--- config.mk ---
export PLATFORM = sky130hd
export DESIGN_NAME = mem_arbiter
export DESIGN_NICKNAME = d
export VERILOG_FILES = /design/src/rtl/cpu_types_pkg.sv /design/src/rtl/mem_arbiter.sv
export SDC_FILE = /design/constraint.sdc
export NUM_CORES = 1
export LEC_CHECK = 0
export CAP_MARGIN = 40
export CORE_AREA = 2 2 107 109
export DETAILED_ROUTE_END_ITERATION = 10
export DIE_AREA = 0 0 109 111
export PLACE_DENSITY = 0.77
export RECOVER_POWER = 100
export SYNTH_ARGS = -nofsm -noshare
export SYNTH_HDL_FRONTEND = slang
export SYNTH_SLANG_ARGS = --single-unit
export TNS_END_PERCENT = 100
--- constraint.sdc ---
create_clock -name CLK -period 2.7 [get_ports CLK]
set_input_delay 0.81 -clock CLK [delete_from_list [all_inputs] [get_ports CLK]]
set_output_delay 0.81 -clock CLK [all_outputs]
set_load 0.01 [all_outputs]
--- src/rtl/cpu_types_pkg.sv ---
// Shared CPU-side types: memory word, RAM handshake state and arbiter FSM state.
package cpu_types_pkg;

  localparam int unsigned WORD_W = 32;

  typedef logic [WORD_W-1:0] word_t;

  // RAM handshake reported by the memory model.
  typedef enum logic [1:0] {
    FREE   = 2'd0,
    BUSY   = 2'd1,
    ACCESS = 2'd2,
    ERROR  = 2'd3
  } ramstate_t;

  // One-hot arbiter states; any other pattern is treated as illegal.
  typedef enum logic [2:0] {
    IDLE    = 3'b001,
    GRANT_I = 3'b010,
    GRANT_D = 3'b100
  } arb_state_t;

endpackage

--- src/rtl/mem_arbiter.sv ---
// Single-port RAM arbiter between instruction fetch and data access.
// Data wins by default; a waiting fetch is forced through after DSTREAK_MAX
// consecutive data completions. Grant outputs are combinational so that a
// RAM ACCESS response completes the requester in the same cycle.
module mem_arbiter
  import cpu_types_pkg::*;
#(
  parameter int unsigned DSTREAK_MAX = 4,
  parameter int unsigned RAM_ERR_W   = 8
) (
  input  logic                 CLK,
  input  logic                 RST,
  input  logic                 iREN,
  input  word_t                iaddr,
  input  logic                 dREN,
  input  logic                 dWEN,
  input  word_t                daddr,
  input  word_t                dstore,
  output logic                 iwait,
  output logic                 dwait,
  output word_t                iload,
  output word_t                dload,
  output logic                 ramREN,
  output logic                 ramWEN,
  output word_t                ramaddr,
  output word_t                ramstore,
  input  word_t                ramload,
  input  ramstate_t            ramstate,
  output logic [RAM_ERR_W-1:0] err_cnt
);

  localparam int unsigned STREAK_W = (DSTREAK_MAX > 0) ? $clog2(DSTREAK_MAX + 1) : 1;

  arb_state_t           r_state;
  arb_state_t           w_next_state;
  logic [STREAK_W-1:0]  r_dstreak;
  logic [RAM_ERR_W-1:0] r_err_cnt;

  logic w_dreq;
  logic w_streak_at_max;
  logic w_i_done;
  logic w_d_done;
  logic w_err_hit;

  assign w_dreq          = dREN | dWEN;
  assign w_streak_at_max = (r_dstreak == STREAK_W'(DSTREAK_MAX));
  assign err_cnt         = r_err_cnt;

  // State register.
  always_ff @(posedge CLK) begin
    if (RST) begin
      r_state <= IDLE;
    end else begin
      r_state <= w_next_state;
    end
  end

  // Next state and grant outputs; while RST is high the idle view is shown
  // so an aborted access can never produce a completion.
  always_comb begin
    w_next_state = r_state;
    iwait        = iREN;
    dwait        = w_dreq;
    iload        = '0;
    dload        = '0;
    ramREN       = 1'b0;
    ramWEN       = 1'b0;
    ramaddr      = '0;
    ramstore     = '0;
    w_i_done     = 1'b0;
    w_d_done     = 1'b0;
    w_err_hit    = 1'b0;

    if (!RST) begin
      case (r_state)
        IDLE: begin
          if (w_dreq && !(iREN && w_streak_at_max)) begin
            w_next_state = GRANT_D;
          end else if (iREN) begin
            w_next_state = GRANT_I;
          end
        end

        GRANT_I: begin
          if (!iREN) begin
            w_next_state = IDLE;
          end else begin
            ramREN  = 1'b1;
            ramaddr = iaddr;
            case (ramstate)
              ACCESS: begin
                iwait        = 1'b0;
                iload        = ramload;
                w_i_done     = 1'b1;
                w_next_state = IDLE;
              end
              ERROR:   w_err_hit = 1'b1;
              default: ;
            endcase
          end
        end

        GRANT_D: begin
          if (!w_dreq) begin
            w_next_state = IDLE;
          end else begin
            ramaddr  = daddr;
            ramstore = dstore;
            ramWEN   = dWEN;
            ramREN   = ~dWEN;
            case (ramstate)
              ACCESS: begin
                dwait        = 1'b0;
                dload        = dWEN ? '0 : ramload;
                w_d_done     = 1'b1;
                w_next_state = IDLE;
              end
              ERROR:   w_err_hit = 1'b1;
              default: ;
            endcase
          end
        end

        default: w_next_state = IDLE;
      endcase
    end
  end

  // Consecutive data completions seen while a fetch is waiting.
  always_ff @(posedge CLK) begin
    if (RST || !iREN || w_i_done) begin
      r_dstreak <= '0;
    end else if (w_d_done && !w_streak_at_max) begin
      r_dstreak <= r_dstreak + STREAK_W'(1);
    end
  end

  // Saturating count of RAM ERROR responses on a live grant.
  always_ff @(posedge CLK) begin
    if (RST) begin
      r_err_cnt <= '0;
    end else if (w_err_hit && (r_err_cnt != '1)) begin
      r_err_cnt <= r_err_cnt + RAM_ERR_W'(1);
    end
  end

endmodule

* Word-level counts from Yosys, hierarchy flattened
Cells that the tools add are included.
Storage, ports and cells: bits in registers 14, input bits 135, output and inout bits 140, logic and storage cells 72
Operators by class: add/sub/neg operators 2, equality and inequality tests 8, multiplexer cells 48, bitwise operators 2, reductions and logical operators 9
Operators by type and width (number):
- two-way mux 32 bit | 15
- case mux 32 bit (2 select lines) | 1
- two-way mux 1 bit | 24
- two-way mux 3 bit | 5
- case mux 3 bit (3 select lines) | 1
- adder 8 x 1 -> 8 bit (second input constant) | 1
- inequality test 8 bit (second input constant) | 1
- equality test 3 bit (second input constant) | 2
- equality test 2 bit (second input constant) | 2
- logical AND 1 bit | 4
- case mux 1 bit (2 select lines) | 2
- adder 3 x 1 -> 3 bit (second input constant) | 1
- equality test 3 x 1 -> 1 bit (second input constant) | 1
- equality test 3 x 2 -> 1 bit (second input constant) | 1
- zero test 1 bit | 3
- inequality test 3 bit (second input constant) | 1
- logical OR 1 bit | 2
- inverter 1 bit | 1
- bitwise OR 1 bit | 1

* Longest topological paths before layout
Gate-level depths: netlist of the first run.
word-level depth 6, depth in mapped cells 6, mapped depth without buffers 6

* Least setup slack after synthesis of the first run
Ideal clock, no wire load.
kind input to output, start point input port RST, end point output port dload[10], arrival 1.908 ns, data required time 1.890 ns, path slack -0.018 ns, cell stages on the path 5, cell sequence buf_2 nor3b_4 and4_1 clkbuf_1 and2_1
Between the ends: cells in the longest elaborated chain, start to end 1
Ends and longest elaborated chain:
- from (decl) | RTL line mem_arbiter.sv:12 | input logic RST,
- two-way mux 32 bit | RTL line mem_arbiter.sv:74 | if (!RST) begin
- to (decl) | RTL line mem_arbiter.sv:22 | output word_t dload,
No other way between the ends.

* Worst setup path after layout of the first run
start point input port RST, end point output port ramstore[5]
Between the ends: cells in the longest elaborated chain, start to end 1
Ends and longest elaborated chain:
- two-way mux 32 bit | RTL line mem_arbiter.sv:74
- to (decl) | RTL line mem_arbiter.sv:26 | output word_t ramstore,
No other way between the ends.

==> results of run 1 <==
[how the worst max path moves through the flow]
stage	start	end	cells past startpoint
after floorplan	RST	dload[10]	5
after global placement	RST	ramaddr[31]	7
after detailed placement	RST	dload[1]	6
after CTS	RST	dload[17]	9
after global routing	RST	ramstore[4]	7
final	RST	ramstore[5]	7
[stage by stage]
stage | cells | utilization (%) | power [mW] | worst slack [ns] | setup TNS, ns
after detailed placement | 707 | 45.7 | 0.622 | -0.778 | -94.07
after CTS | 737 | 48.7 | 0.968 | -0.195 | -3.80
after global placement | 707 | 45.7 | 0.613 | -0.749 | -91.38
after floorplan | 287 | - | 0.333 | -0.0182 | -0.547
final | 743 | 48.6 | 0.974 | 0.0311 | 0
after global routing | 742 | 48.6 | 1.03 | -0.0218 | -0.0998
[final cells by class]
cell class	count	area [sq um]
diodes	1	2.50
clock buffers	3	75.1
fillers	1085	5690
inverters	5	18.8
multi-input cells	242	1770
flip-flops and latches	14	282
well taps	143	179
repair buffers	335	3060
[metal layers]
metal	GRT usage, %	share of wire (%)
met5	0	0.12
met4	4.70	1.8
met2	37.8	53
met1	21.0	36
met3	3.64	8.5
[power groups by stage]
| stage | Clock [mW] | Sequential [mW] | Combinational [mW] |
|---|---|---|---|
| floorplan | 0 | 0.230 | 0.104 |
| global placement | 0 | 0.222 | 0.391 |
| detailed placement | 0 | 0.223 | 0.399 |
| CTS | 0.285 | 0.219 | 0.464 |
| global route | 0.298 | 0.220 | 0.508 |
| finish | 0.278 | 0.220 | 0.477 |
[cells in the final DEF (no fill, tap or decap), types with 2 or more instances in the layout]
master,count
clkdlybuf4s50_1,128
buf_2,98
and2_1,40
nor2_1,39
buf_6,34
buf_4,29
and3_1,27
and2_4,25
a22oi_2,22
dfxtp_1,13
a22oi_1,11
buf_12,10
a21oi_1,9
buf_16,8
dlygate4sd3_1,8
nand2_1,7
and3_4,6
inv_1,5
nand3_1,5
clkbuf_16,5
clkbuf_2,5
clkdlybuf4s15_1,5
clkbuf_1,5
o21ai_0,4
nor3b_4,3
or3_1,3
o31ai_1,3
mux2i_1,3
ha_1,3
nand2b_1,2
nor2_4,2
nor3b_1,2
a32oi_1,2
nand4_1,2
nor2b_1,2
o21bai_1,2
or4_1,2
buf_8,2
[critical path, stage by stage]
cell,delay [ns]
buf_8,0.10
buf_4,0.14
nor3_4,0.17
buf_6,0.16
buf_16,0.12
and2_1,0.12
clkdlybuf4s15_1,0.23
[cell families after synthesis]
logic type / count (synthesis)
simple gates: 177
buf+inv: 31
flops: 14
mux: 4
fa+ha+maj: 3
compound gates: 57
xor+xnor: 1
[state kept, by name (all words and copies together) (netlist names)]
register   count
r_dstreak      3
err_cnt        8
r_state        3
[cells in the mapped netlist, drive strengths merged]
master and number:
and2 65, nor2 41, a22oi 33, and3 33, clkbuf 16, dfxtp 14
buf 10, a21oi 9, nand2 7, inv 5, nand3 5, nor3b 5
o21ai 4, ha 3, mux2i 3, o31ai 3, or3 3, a32oi 2
nand2b 2, nand4 2, nor2b 2, nor3 2, nor4 2, o21bai 2
or3b 2, or4 2, a21boi 1, a31oi 1, and4 1, mux2 1
o211ai 1, o21a 1, or2 1, or2b 1, or4b 1, xnor2 1
[timing repair]
item	in CTS	in global routing
resized for setup	623	33
pin swaps	38	11
setup buffers	16	11
setup endpoints to repair	132	119
gates cloned	11	3
==> impl_results.md, run 1 <==
* DR iter-0 viols at 184
* Number of remaining DRC errors at 0
* Grt ovf at 0
* Reg2reg setup slack at 0.70 ns
* Vias in the first global route at 3398
* Worst-Margin Slew at 0.664 ns
* Largest net degree at the start of global routing at 33
* Final slew viol count at 0
* Clk pwr share at 28.5%
* Relative slew margins at 55.7%
* Layout cell share with drive strength beyond 1 at a little over two fifths
* Synthesized area at 1960 sq um
* Port Buf Inserts at 274
* Yosys reg bits at 14
* Vias per inst at 4.60
* Final worst path period share at 98.8%
* Synth unique cells at 44
* Worst min path class: flip-flop to flip-flop
* Seq/Total Area, Yosys at 14.3%
* Synth Area in Compound Gates at 20.6%
* Clock Sinks at 14
* Root buffer cell: clkbuf_16
* Final hold violations at 0
* Top cells by area, synth: and2_1 (21%), dfxtp_1 (14%), a22oi_1 (13%)
* TritonCTS Buffers at 3
* Worst setup SP type: input port
* Clk_lat worst skew at 0.24 ns
* Synth Instances at 287
* I/O pins at 275
* Critical R2R Capture: err_cnt[6]
* Crit Path Max Fanout at 8
* First-pass GRT wire length at between 15000 and 20000 microns
* Mux contribution to synthesized area at under 10%
* WP data required at 1.89 ns
* Clk buf depth at 2
* Switching power at 0.263 mW
* Htree depth at 1
* Worst Path Arrival at 1.86 ns
* Yosys top cell area share at 20.7%
* Switching share of power at 27.0%
* Syn avg cell area at 6.84 sq um
* Reg power frac at about 23%
* Hold depth at 2
* Max-Cap Viols at 0
* Initial core utilization at 17.7%
* P per Cell Area at 181 nW/um^2
* Initial antenna violation count at 2
* Synth warnings at 0
* WL/cell at ~17 microns
* Die Width at about 110 microns
* Worst hold endpoint: r_dstreak[2]
* Run status: completed
* Design area at 5380 sq um
* CTS Hold Bufs at 0
* Worst-path clk slew at 0.04 ns
* Setup-failing EPs final at 0
* Post-Synth Adder-Cell Area at under 10%
* Placed standard-cell area at 5060 sq um
* CP Capture Type: primary output
* Simple-gate area share of the yosys netlist at ~54%
* Die ar. at 12100 sq um
* Int Power at 0.711 mW
* CTS tree: done
* Nets at 739
* Power share of the combinational group at 49.0%
* Hold WS at 0.508 ns
* Reg-to-Reg Start: r_state[0]
* Clock Skews at 0.000959 ns
* Largest area contributor in the synthesized netlist: and2_1
* Wirelength, routed at between 10000 and 15000 microns
* Main combinational cell family by area after synthesis: simple AND/OR/NAND/NOR gates
* Worst vdd ir at 164 uV
* Area Growth Syn to Fin at 174%
* Final antenna-violating net count at 0
* Crit Path Class: input port to primary output
* Post-synthesis net count at 425
* Worst Min Path Start: r_dstreak[2]
* Min Clock Period, post-route at 2.67 ns
* Synth Area in XOR/XNOR at 0.446%
* LEAKAGE at between 2 and 2.5 nW
* # rows at 39
* Fmax at 0.375 GHz
* RSZ-0062 raised after global routing: yes
* GP Congestion at 0.804
* Vias at between 3k and 4k
* Core box area at roughly 11000 sq um
* R2R cell count at 6
* Gr usage total at 19.4%
* First-pass iteration count of the detailed router at 4
* Die Height at 111 microns
* Dpl hpwl at 8690 microns
(Power assumes the default switching activity.)
==> run 2, diff against run 1 <==
- CAP_MARGIN: 40 -> unset
- CORE_AREA: 2 2 107 109 -> unset
- CORE_MARGIN: unset -> 10
- CORE_UTILIZATION: unset -> 22
- DIE_AREA: 0 0 109 111 -> unset
- PLACE_DENSITY: 0.77 -> 0.9
==> run 2 against run 1 <==
  * The run now ends with setup timing left
  * Non-clock buffer count is 4 lower
  * Clock power is 38% lower
  * Clock-buffer cell count stayed put
  * Power is 11% lower
  * Setup slack worse by 0.036 ns
  * Sequential power hardly changed
==> impl_results.md, run 2 (synthesis results as in run 1) <==
* Run status: complete, but fails checks
* Violated checks: setup timing
* Gr usage total at 20.8% (+1.4 points)
* Most frequent cells in the layout: clkdlybuf4s50_1 (128), buf_2 (74), buf_6 (41)
* Die Width at 114 microns (+5.0%)
* RSZ-0062 raised after global routing: yes
* Vias in the first global route at 3772 (+11%)
* Relative slew margins at 45.3% (-10 points)
* Htree depth at 1 (unchanged)
* CP dominant cell by count: buf_6
* DR top layer: met4
* Fillers at 746 (-31%)
* Clk buf depth at 2 (unchanged)
* Layout cell share with drive strength beyond 1 at 43.4% (+0.79 points)
* Nets at 735 (-0.54%)
* Clock Skews at 0.00256 ns (+0.00160 ns)
* GP Congestion at 0.831 (+3.5%)
* Dpl hpwl at 10400 microns (+20%)
* Fmax at 0.370 GHz (-1.3%)
* Vias at 3442 (+0.70%)
* # rows at 34 (-13%)
* Initial antenna violation count at 0 (-2)
* Multi-input gate area at 1810 sq um (+2.3%)
* Slowest stage cell, crit path: and4_4
* I/O pins at 275 (unchanged)
* DR iter-0 viols at 165 (-10%)
* Initial core utilization at 22.5% (+4.8 points)
* Setup WS post-layout at -0.00509 ns (-0.0362 ns)
* P per Cell Area at 160 nW/um^2 (-12%)
* Critical-path cell list: buf_6 -> nor3b_4 -> and4_4 -> buf_6 -> buf_12 -> and2_4 -> buf_6
* Root buffer cell: clkbuf_8
* Vias per inst at 4.90 (+6.4%)
* Largest net degree at the start of global routing at 33 (unchanged)
* Setup-failing EPs final at 1 (+1)
* Antenna cells at 0 (-1)
* Clk_lat worst skew at 0.25 ns (about the same)
* Number of flip-flops in the largest register at 8 (unchanged)
* Setup TNS Final at -0.00509 ns (-0.00509 ns)
* Min Clock Period, post-route at 2.71 ns (+0.0362 ns)
* Worst-path clk slew at 0.05 ns (about the same)
* Crit Path Class: input port to primary output
* Worst-Margin Slew at 0.821 ns (+0.157 ns)
* Number of remaining DRC errors at 0 (unchanged)
* Die ar. at 13100 sq um (+8.2%)
* Die Height at 114 microns (+3.1%)
* Final antenna-violating net count at 0 (unchanged)
* First-pass iteration count of the detailed router at 4 (unchanged)
* Grt ovf at 0 (unchanged)
* CTS tree: done
* Sequential cell area at 282 sq um (unchanged)
* Port Buf Inserts at 274 (unchanged)
* CP Capture Type: primary output
* Crit path largest cell delay at 0.27 ns (+0.04 ns)
* Worst min path class: flip-flop to flip-flop
* Wl on met1 at 5370 microns (+15%)
* Max-Cap Viols at 0 (unchanged)
* CTS Hold Bufs at 0 (unchanged)
* DR WL met3 at 1260 microns (+15%)
* Core box area at 8720 sq um (-21%)
* Final slew viol count at 0 (unchanged)
* WL/cell at 21.1 microns (+22%)
* Crit Path Max Fanout at 8 (unchanged)
* TritonCTS Buffers at 3 (unchanged)
* Final hold violations at 0 (unchanged)
* Worst setup SP type: input port
* Clock Sinks at 14 (unchanged)
* Met2 wire length at 8040 microns (+17%)
* Commonest non-fill, non-tap cell in the layout: clkdlybuf4s50_1
* Wirelength, routed at 14800 microns (+15%)
* Worst vdd ir at 180 uV (+9.7%)
* Area Growth Syn to Fin at 176%
* Pre-CTS WS at -0.762 ns (+0.0156 ns)
* Final worst path period share at 100% (+1.3 points)
* LEAKAGE at 2.47 nW (-1.3%)
* First-pass GRT wire length at 21900 microns (+20%)
* Worst Path Arrival at 1.90 ns (+0.04 ns)
* WP data required at 1.89 ns (about the same)
==> run 2: changes by cell type in the layout (fill, tap and decap cells not counted), sizes merged <==
cell | previous run | this run
clkdlybuf4s15 | 5 | 9
bufbuf | 0 | 1
clkbuf | 15 | 28
diode | 1 | 0
buf | 181 | 159
==> run 2: final cells by class <==
cell class              instances  share of cell area (%)
repair buffers                331                    57.7
inverters                       5                   0.347
multi-input cells             242                    33.5
well taps                     108                    2.50
clock buffers                   3                   0.762
flip-flops and latches         14                    5.20
==> run 2: path summary, 6_finish.rpt <==
path / startpoint / end / slack, ns / depth (start not counted)
min reg2reg: err_cnt[5] / err_cnt[5] / 0.51 / 1
max: ramstate[0] / dload[30] / -0.005 / 7
min: err_cnt[5] / err_cnt[5] / 0.51 / 1
max reg2reg: r_state[0] / err_cnt[6] / 0.65 / 6
==> run 2: where the power goes <==
part	total, mW	switching, mW	internal, mW
clock	0.173	0.0737	0.0989
sequential	0.219	0.00443	0.215
combinational	0.475	0.178	0.297
total	0.866	0.256	0.610
==> run 2: repair_timing <==
action,in CTS,in global routing
setup endpoints to repair,132,94
resized for setup,636,43
pin swaps,56,10
cloned,13,1
hold endpoints to repair,0,0
setup buffers,17,3
==> run 2: metrics by stage <==
stage          power, mW  util [%]  cell area, sq um  instances  hold WS, ns
5_1_grt            0.904      62.1              5420        703        0.564
3_5_place_dp       0.615      57.2              4990        668        0.503
4_1_cts            0.856      62.5              5450        701        0.516
6_report           0.866      62.1              5420        703        0.512
3_3_place_gp       0.606      57.2              4990        668        0.490
2_1_floorplan      0.333         -              1960        287        0.471
==> run 2: metal layers <==
metal	global-route usage [%]	vias up
met3	6.13	18
met1	21.7	1620
li1	-	1631
met2	40.0	173
met5	0	-
met4	3.84	0
==> run 2: worst max-delay path: cells and delay by family <==
family	cells	cell delay, ns
buffers and inverters	4	0.45
and+or+nand+nor	3	0.64
==> run 3, diff against run 2 <==
- TNS_END_PERCENT: 100 -> unset
==> results of run 3 <==
The final DEF is identical to that of run 2; final timing and power are the same.
